[config.mk]
export PLATFORM = sky130hd
export DESIGN_NAME = pipe_hazard_ctrl
export DESIGN_NICKNAME = d
export VERILOG_FILES = /design/src/rtl/pipe_hazard_ctrl.sv
export SDC_FILE = /design/constraint.sdc
export NUM_CORES = 1
export LEC_CHECK = 0
export ABC_AREA = 1
export CAP_MARGIN = 10
export CORE_ASPECT_RATIO = 1.5
export CORE_MARGIN = 2
export CORE_UTILIZATION = 60
export CTS_CLUSTER_DIAMETER = 200
export DETAILED_ROUTE_END_ITERATION = 7
export PLACE_DENSITY = 0.93
export SYNTH_ARGS = -nofsm -noshare
export SYNTH_HDL_FRONTEND = slang
export SYNTH_SLANG_ARGS = --single-unit
[constraint.sdc]
create_clock -name clk -period 3.7 [get_ports clk]
set_input_delay 0.555 -clock clk [delete_from_list [all_inputs] [get_ports clk]]
set_output_delay 0.555 -clock clk [all_outputs]
set_load 0.05 [all_outputs]
[src/rtl/pipe_hazard_ctrl.sv]
// Decode-stage hazard controller: register scoreboard, branch-wait/flush FSM,
// sticky error flags and stall/flush performance counters.
module pipe_hazard_ctrl (
    input  logic        clk,
    input  logic        reset,
    input  logic        de_valid,
    input  logic [4:0]  de_rs1,
    input  logic [4:0]  de_rs2,
    input  logic        de_rs1_used,
    input  logic        de_rs2_used,
    input  logic [4:0]  de_rd,
    input  logic        de_wr_reg,
    input  logic        de_is_branch,
    input  logic        agex_br_valid,
    input  logic        agex_br_taken,
    input  logic        wb_valid,
    input  logic        wb_wr_reg,
    input  logic [4:0]  wb_rd,
    output logic        stall_fe,
    output logic        stall_de,
    output logic        issue,
    output logic        bubble_agex,
    output logic        flush_de,
    output logic        err_underflow,
    output logic        err_spurious_br,
    output logic [31:0] stall_cnt,
    output logic [31:0] flush_cnt
);

    typedef enum logic [1:0] {RUN, BR_WAIT, FLUSH} state_t;

    state_t      state, state_nxt;
    logic [1:0]  cnt [1:31];
    logic [1:0]  eff [0:31];
    logic [31:1] hit_vec, inc_vec, uf_vec;
    logic        data_hz, struct_hz;

    // A writeback against an empty counter has nothing to retire, so the
    // effective count saturates at zero instead of wrapping to 3.
    always_comb begin
        eff[0]  = '0;
        hit_vec = '0;
        for (int unsigned i = 1; i < 32; i++) begin
            hit_vec[i] = wb_valid & wb_wr_reg & (wb_rd == 5'(i));
            eff[i]     = (hit_vec[i] && cnt[i] != 2'd0) ? cnt[i] - 2'd1 : cnt[i];
        end
    end

    always_comb begin
        data_hz = (de_rs1_used && de_rs1 != 5'd0 && eff[de_rs1] != 2'd0) ||
                  (de_rs2_used && de_rs2 != 5'd0 && eff[de_rs2] != 2'd0);
        struct_hz = de_wr_reg && de_rd != 5'd0 && eff[de_rd] == 2'd3;
    end

    always_comb begin
        state_nxt = state;
        issue     = 1'b0;
        stall_de  = 1'b0;
        stall_fe  = 1'b0;
        flush_de  = 1'b0;
        if (!reset) begin
            unique case (state)
                RUN: begin
                    issue    = de_valid & ~data_hz & ~struct_hz;
                    stall_de = de_valid & (data_hz | struct_hz);
                    if (issue && de_is_branch)
                        state_nxt = BR_WAIT;
                end
                BR_WAIT: begin
                    stall_de = de_valid;
                    if (agex_br_valid)
                        state_nxt = agex_br_taken ? FLUSH : RUN;
                end
                FLUSH: begin
                    flush_de  = 1'b1;
                    state_nxt = RUN;
                end
                default: state_nxt = RUN;
            endcase
            stall_fe = stall_de | flush_de;
        end
    end

    assign bubble_agex = ~issue;

    always_comb begin
        inc_vec = '0;
        uf_vec  = '0;
        for (int unsigned i = 1; i < 32; i++) begin
            inc_vec[i] = issue & de_wr_reg & (de_rd == 5'(i));
            uf_vec[i]  = hit_vec[i] & ~inc_vec[i] & (cnt[i] == 2'd0);
        end
    end

    always_ff @(posedge clk) begin
        if (reset) begin
            state           <= RUN;
            stall_cnt       <= '0;
            flush_cnt       <= '0;
            err_underflow   <= 1'b0;
            err_spurious_br <= 1'b0;
            for (int unsigned i = 1; i < 32; i++)
                cnt[i] <= '0;
        end else begin
            state <= state_nxt;
            for (int unsigned i = 1; i < 32; i++) begin
                if (inc_vec[i] && !hit_vec[i])
                    cnt[i] <= cnt[i] + 2'd1;
                else if (hit_vec[i] && !inc_vec[i] && cnt[i] != 2'd0)
                    cnt[i] <= cnt[i] - 2'd1;
            end
            if (|uf_vec)
                err_underflow <= 1'b1;
            if (agex_br_valid && state != BR_WAIT)
                err_spurious_br <= 1'b1;
            if (stall_de)
                stall_cnt <= stall_cnt + 32'd1;
            if (state_nxt == FLUSH && state != FLUSH)
                flush_cnt <= flush_cnt + 32'd1;
        end
    end

endmodule

==> qor.yml, run 1 <==
floorplan:
  start_util_pct: 60.8
  io_pins: 102
  die_h_um: 172
  die_w_um: 116
  rows: 61
global_routing:
  grtUsageTotal_pct: 69.3
  grt_max_degree: 98
  grt.overflow.total: 3
logic_synthesis:
  synthDistinctLibCells: 45
  yosysTopAreaCell: "nand2_1"
  yosys-top-cells-count: "nand2_1 (549), inv_1 (283), nand3_1 (240)"
  synth_async_sr_flop_share_pct: 0
  ys_warn_count: 0
  syn_area_um2: 11200
  ys_seq_area_share_pct: 28.7
  ys_top_cells_by_area: "nand2_1 (18%), edfxtp_1 (17%), dfxtp_1 (12%)"
  syn-instance-count: 1870
  synth_top_area_share_pct: 18.3
  synth_nets: 1934
  postSynthAreaPerCell_um2: 6.01
  yosysMostFrequentCell: "nand2_1"
  ys_ff_latch: 130
  synthFlopType: "dfxtp_1"
  synth_edf_count: 62
placement:
  portBuffers: 101
  hpwl_um: 30200
  gp_congestion: 1.32
clock_tree:
  clock_sinks: 130
  cts_root_buf: "clkbuf_16"
  hold_buffers: 0
  ctsLongestPathBuffers: 2
  cts_buffers: 17
  htreeDepth: 4
status:
  status: "aborted with a tool error"
  error: "[ERROR GRT-0232] Routing congestion too high. Check the congestion heatmap in the GUI."
  haltStage: "global routing (5_1_grt)"
timing:
  worst_endpoint_kind: "output port"
  worstEndpointGrtRepair: "stall_fe"
==> cell families after synthesis <==
| family | after synthesis | share of synthesized area [%] |
|---|---|---|
| buffers and inverters | 341 | 11.8 |
| xor gates and xnor gates | 5 | 0.390 |
| adders and majority gates | 33 | 3.68 |
| DFF | 130 | 28.7 |
| and+or+nand+nor | 1210 | 48.1 |
| AOI/OAI and AO/OA | 151 | 7.34 |
==> stage by stage <==
step                      area (µm²)  cells  setup slack (ns)  TNS, ns
after floorplan                11200   1870             0.250        0
after global placement         13800   2359            -0.667   -61.36
after detailed placement       13800   2359            -0.716   -69.83
after CTS                      14800   2411           0.00572        0
==> what timing repair did <==
action | 4_1_cts
pin swaps | 20
gates resized for setup | 116
setup buffers | 18
endpoints found under the setup margin | 81
gates cloned | 2
==> per-layer routing <==
layer	GRT usage [%]	overflow
met4	62.9	3
met5	32.3	0
met1	69.5	0
met3	56.6	0
met2	84.9	0
==> run 2: changes to the inputs <==
--- a/config.mk
+++ b/config.mk
@@ -7,12 +7,10 @@
 export LEC_CHECK = 0
 export ABC_AREA = 1
 export CAP_MARGIN = 10
-export CORE_ASPECT_RATIO = 1.5
 export CORE_MARGIN = 2
-export CORE_UTILIZATION = 60
-export CTS_CLUSTER_DIAMETER = 200
+export CORE_UTILIZATION = 40
 export DETAILED_ROUTE_END_ITERATION = 7
-export PLACE_DENSITY = 0.93
+export PLACE_DENSITY_LB_ADDON = 0.15
 export SYNTH_ARGS = -nofsm -noshare
 export SYNTH_HDL_FRONTEND = slang
 export SYNTH_SLANG_ARGS = --single-unit
==> qor.yml, run 2 <==
status:
  status: "finished, final reports clean"  # was aborted with a tool error
global_routing:
  grt.overflow.total: 0
  use_met1_pct: 37.2
  antenna_found_initial: 0
  grt_use_met2_pct: 50.1
  grt-busiest-layer: "met2"
  grt_max_degree: 98
  grt_pass1_vias: 12800
  grt_pass1_wl_um: 67400
  grtUsageMet3_pct: 4.92
  grtUsageTotal_pct: 29.6
clock_tree:
  ctsLongestPathBuffers: 2  # unchanged
  clk_latency_ns: 0.43
  cts_buffers: 17  # unchanged
  hold_buffers: 0  # unchanged
  clock_sinks: 130  # unchanged
  cts_tree: "done"
  htreeDepth: 4  # unchanged
  path_clk_slew_ns: 0.06
  cts_root_buf: "clkbuf_16"  # unchanged
drt:
  routed_wl_um: 44100
  drt_pass1_iterations: 6
  remaining_drc_errors: 0
  post_drt_wl_per_cell_um: 17.1
  via_per_inst: 5.35
  ant_nets: 0
  routed-via-count: 13800
  drt_iter0_drc: 1135
final_layout:
  n_antenna_cell: 0
  finish.instance_area_um2: 15700
  final_util_pct: 56.7
  layout.nets: 2255
  multi_input_area_um2: 7160
  top_register: "cnt"
  final_common_cell: "nand2_1"
  reg_top3: "cnt (62), flush_cnt (32), stall_cnt (32)"
  final.fill_count: 2761
  syn_to_final_growth_pct: 39.8
  layout_common_cells: "nand2_1 (514), inv_1 (266), buf_4 (220)"
  drive_gt1_share_pct: 19.8
  largest_reg_flops: 62
  seq_area_um2: 3220
timing:
  max-slew-margin-rel_pct: 51.9
  period_needed_ns: 3.63
  setup_viol: 0
  whs_ns: 0.494
  max_freq_ghz: 0.275
  finalMaxSlewViolations: 0
  worst_pin_slew_ns: 0.717
  finClkSkew_ns: 0.0139
  final-hold-violation-count: 0
  min_period_over_period_pct: 98.2
logic_synthesis:
  synth_async_sr_flop_share_pct: 0  # unchanged
  ys_ff_latch: 130  # unchanged
  ys_seq_area_share_pct: 28.7  # unchanged
  yosysMostFrequentCell: "nand2_1"  # unchanged
  postSynthAreaPerCell_um2: 6.01  # unchanged
  yosysTopAreaCell: "nand2_1"  # unchanged
  ys_warn_count: 0  # unchanged
  synth_nets: 1934  # unchanged
  synth_edf_count: 62  # unchanged
  yosys-top-cells-count: "nand2_1 (549), inv_1 (283), nand3_1 (240)"  # unchanged
  synthFlopType: "dfxtp_1"  # unchanged
  syn_area_um2: 11200  # unchanged
  synth_top_area_share_pct: 18.3  # unchanged
  synthDistinctLibCells: 45  # unchanged
  ys_top_cells_by_area: "nand2_1 (18%), edfxtp_1 (17%), dfxtp_1 (12%)"  # unchanged
  syn-instance-count: 1870  # unchanged
setup_path:
  critPathRequiredTime_ns: 3.14
  path_max_fanout: 4
  worst_setup_path_end_kind: "output pin"
  path_cells: "clkdlybuf4s50_1 > or2_4 > buf_4 > nor2_4 > nand3_2 > nand2_1 > inv_1 > nand2_1 > nor2_1 > nand2_1 > nor2_1 > nand2_1 > nand2_2 > a21oi_4 > nand3_4 > nand2_4 > inv_4 > or2_4 > buf_8"
  max_stage_delay_ns: 0.47
  critPathKind: "primary input to output pin"
  cp_common_cell: "nand2_1"
  slowest_stage: "clkdlybuf4s50_1"
  critPathArrivalTime_ns: 3.08
  crit_path_start_kind: "primary input"
  reg2reg_depth: 24
placement:
  post_dp_cell_area_um2: 14200  # was 13800 µm²
  hpwl_um: 32900  # was 30200 µm
  gp_congestion: 1.06  # was 1.32
  portBuffers: 101  # unchanged
hold_path:
  hold_class: "register to register"
  holdPathStages: 1
floorplan:
  start_util_pct: 40.6  # was 60.8%
  die_w_um: 172  # was 116 µm
  io_pins: 102  # unchanged
  rows: 61  # unchanged
  dieArea_um2: 29400
  die_h_um: 172  # unchanged
  core-area_um2: 27700
flow_run:
  maxCapViolations: 0
power_and_ir_drop:
  power_density_nw_per_um2: 269
  peakVddDrop_mv: 0.333
  p_leak_nw: 7.16
run 2: cell counts after synthesis:
Identical to the previous run, type by type.
run 2: critical path: cells and delay by family:
| kind | cells | cell delay, ns |
|---|---|---|
| AOI/OAI and AO/OA | 1 | 0.14 |
| buffers and inverters | 5 | 0.90 |
| and+or+nand+nor | 13 | 1.48 |
run 2: path summary, 6_finish.rpt:
| kind | from | endpoint | slack, ns |
|---|---|---|---|
| setup / recovery | de_rd[3] | stall_fe | 0.07 |
| hold / removal | flush_cnt[3] | flush_cnt[3] | 0.49 |
| setup reg to reg | cnt[0][42] | err_underflow | 0.23 |
| hold reg to reg | flush_cnt[3] | flush_cnt[3] | 0.49 |
run 2: metal layers:
metal / up-vias / share of wire, %
li1: 6806 / -
met1: 6357 / 42
met2: 528 / 46
met3: 124 / 6.9
met4: 0 / 4.8
met5: - / 0
run 2: final cells by class:
class	count	share of cell area, %
clock buffer	18	2.73
sequential	130	20.5
tap	378	3.01
timing repair buffer	349	20.0
inverter	294	7.13
multi-input combinational	1399	45.6
clock inverter	14	1.05
run 2: power breakdown:
group	total [mW]	switching (mW)	leakage, nW	internal (mW)
combinational	0.840	0.522	5.67	0.318
clock	1.83	0.811	0.298	1.02
sequential	1.56	0.0259	1.19	1.53
total	4.23	1.36	7.16	2.87
run 2: stage by stage:
| step | power, mW | instances | setup WS [ns] | TNS, ns |
|---|---|---|---|---|
| after floorplan | 1.98 | 1870 | 0.250 | 0 |
| after global placement | 2.30 | 2507 | -0.763 | -72.72 |
| after detailed placement | 2.31 | 2507 | -0.755 | -77.93 |
| after CTS | 4.19 | 2559 | -0.0459 | -0.0742 |
| after global routing | 4.37 | 2582 | -0.0320 | -0.0320 |
| final | 4.23 | 2582 | 0.0667 | 0 |
run 2: repair_timing:
item,4_1_cts,5_1_grt
gates resized for setup,96,113
cloned,2,1
setup endpoints to repair,114,62
pin swaps,19,28
buffers inserted,18,24
run 2: logic make-up after synthesis:
family	count (synthesis)	synth area share (%)
AND/OR/NAND/NOR	1210	48.1
buffers and inverters	341	11.8
AO/OA/AOI/OAI	151	7.34
flip-flops	130	28.7
adder cells (fa/ha/maj)	33	3.68
XOR/XNOR	5	0.390
Note: power is estimated with default switching activity, not from simulation.
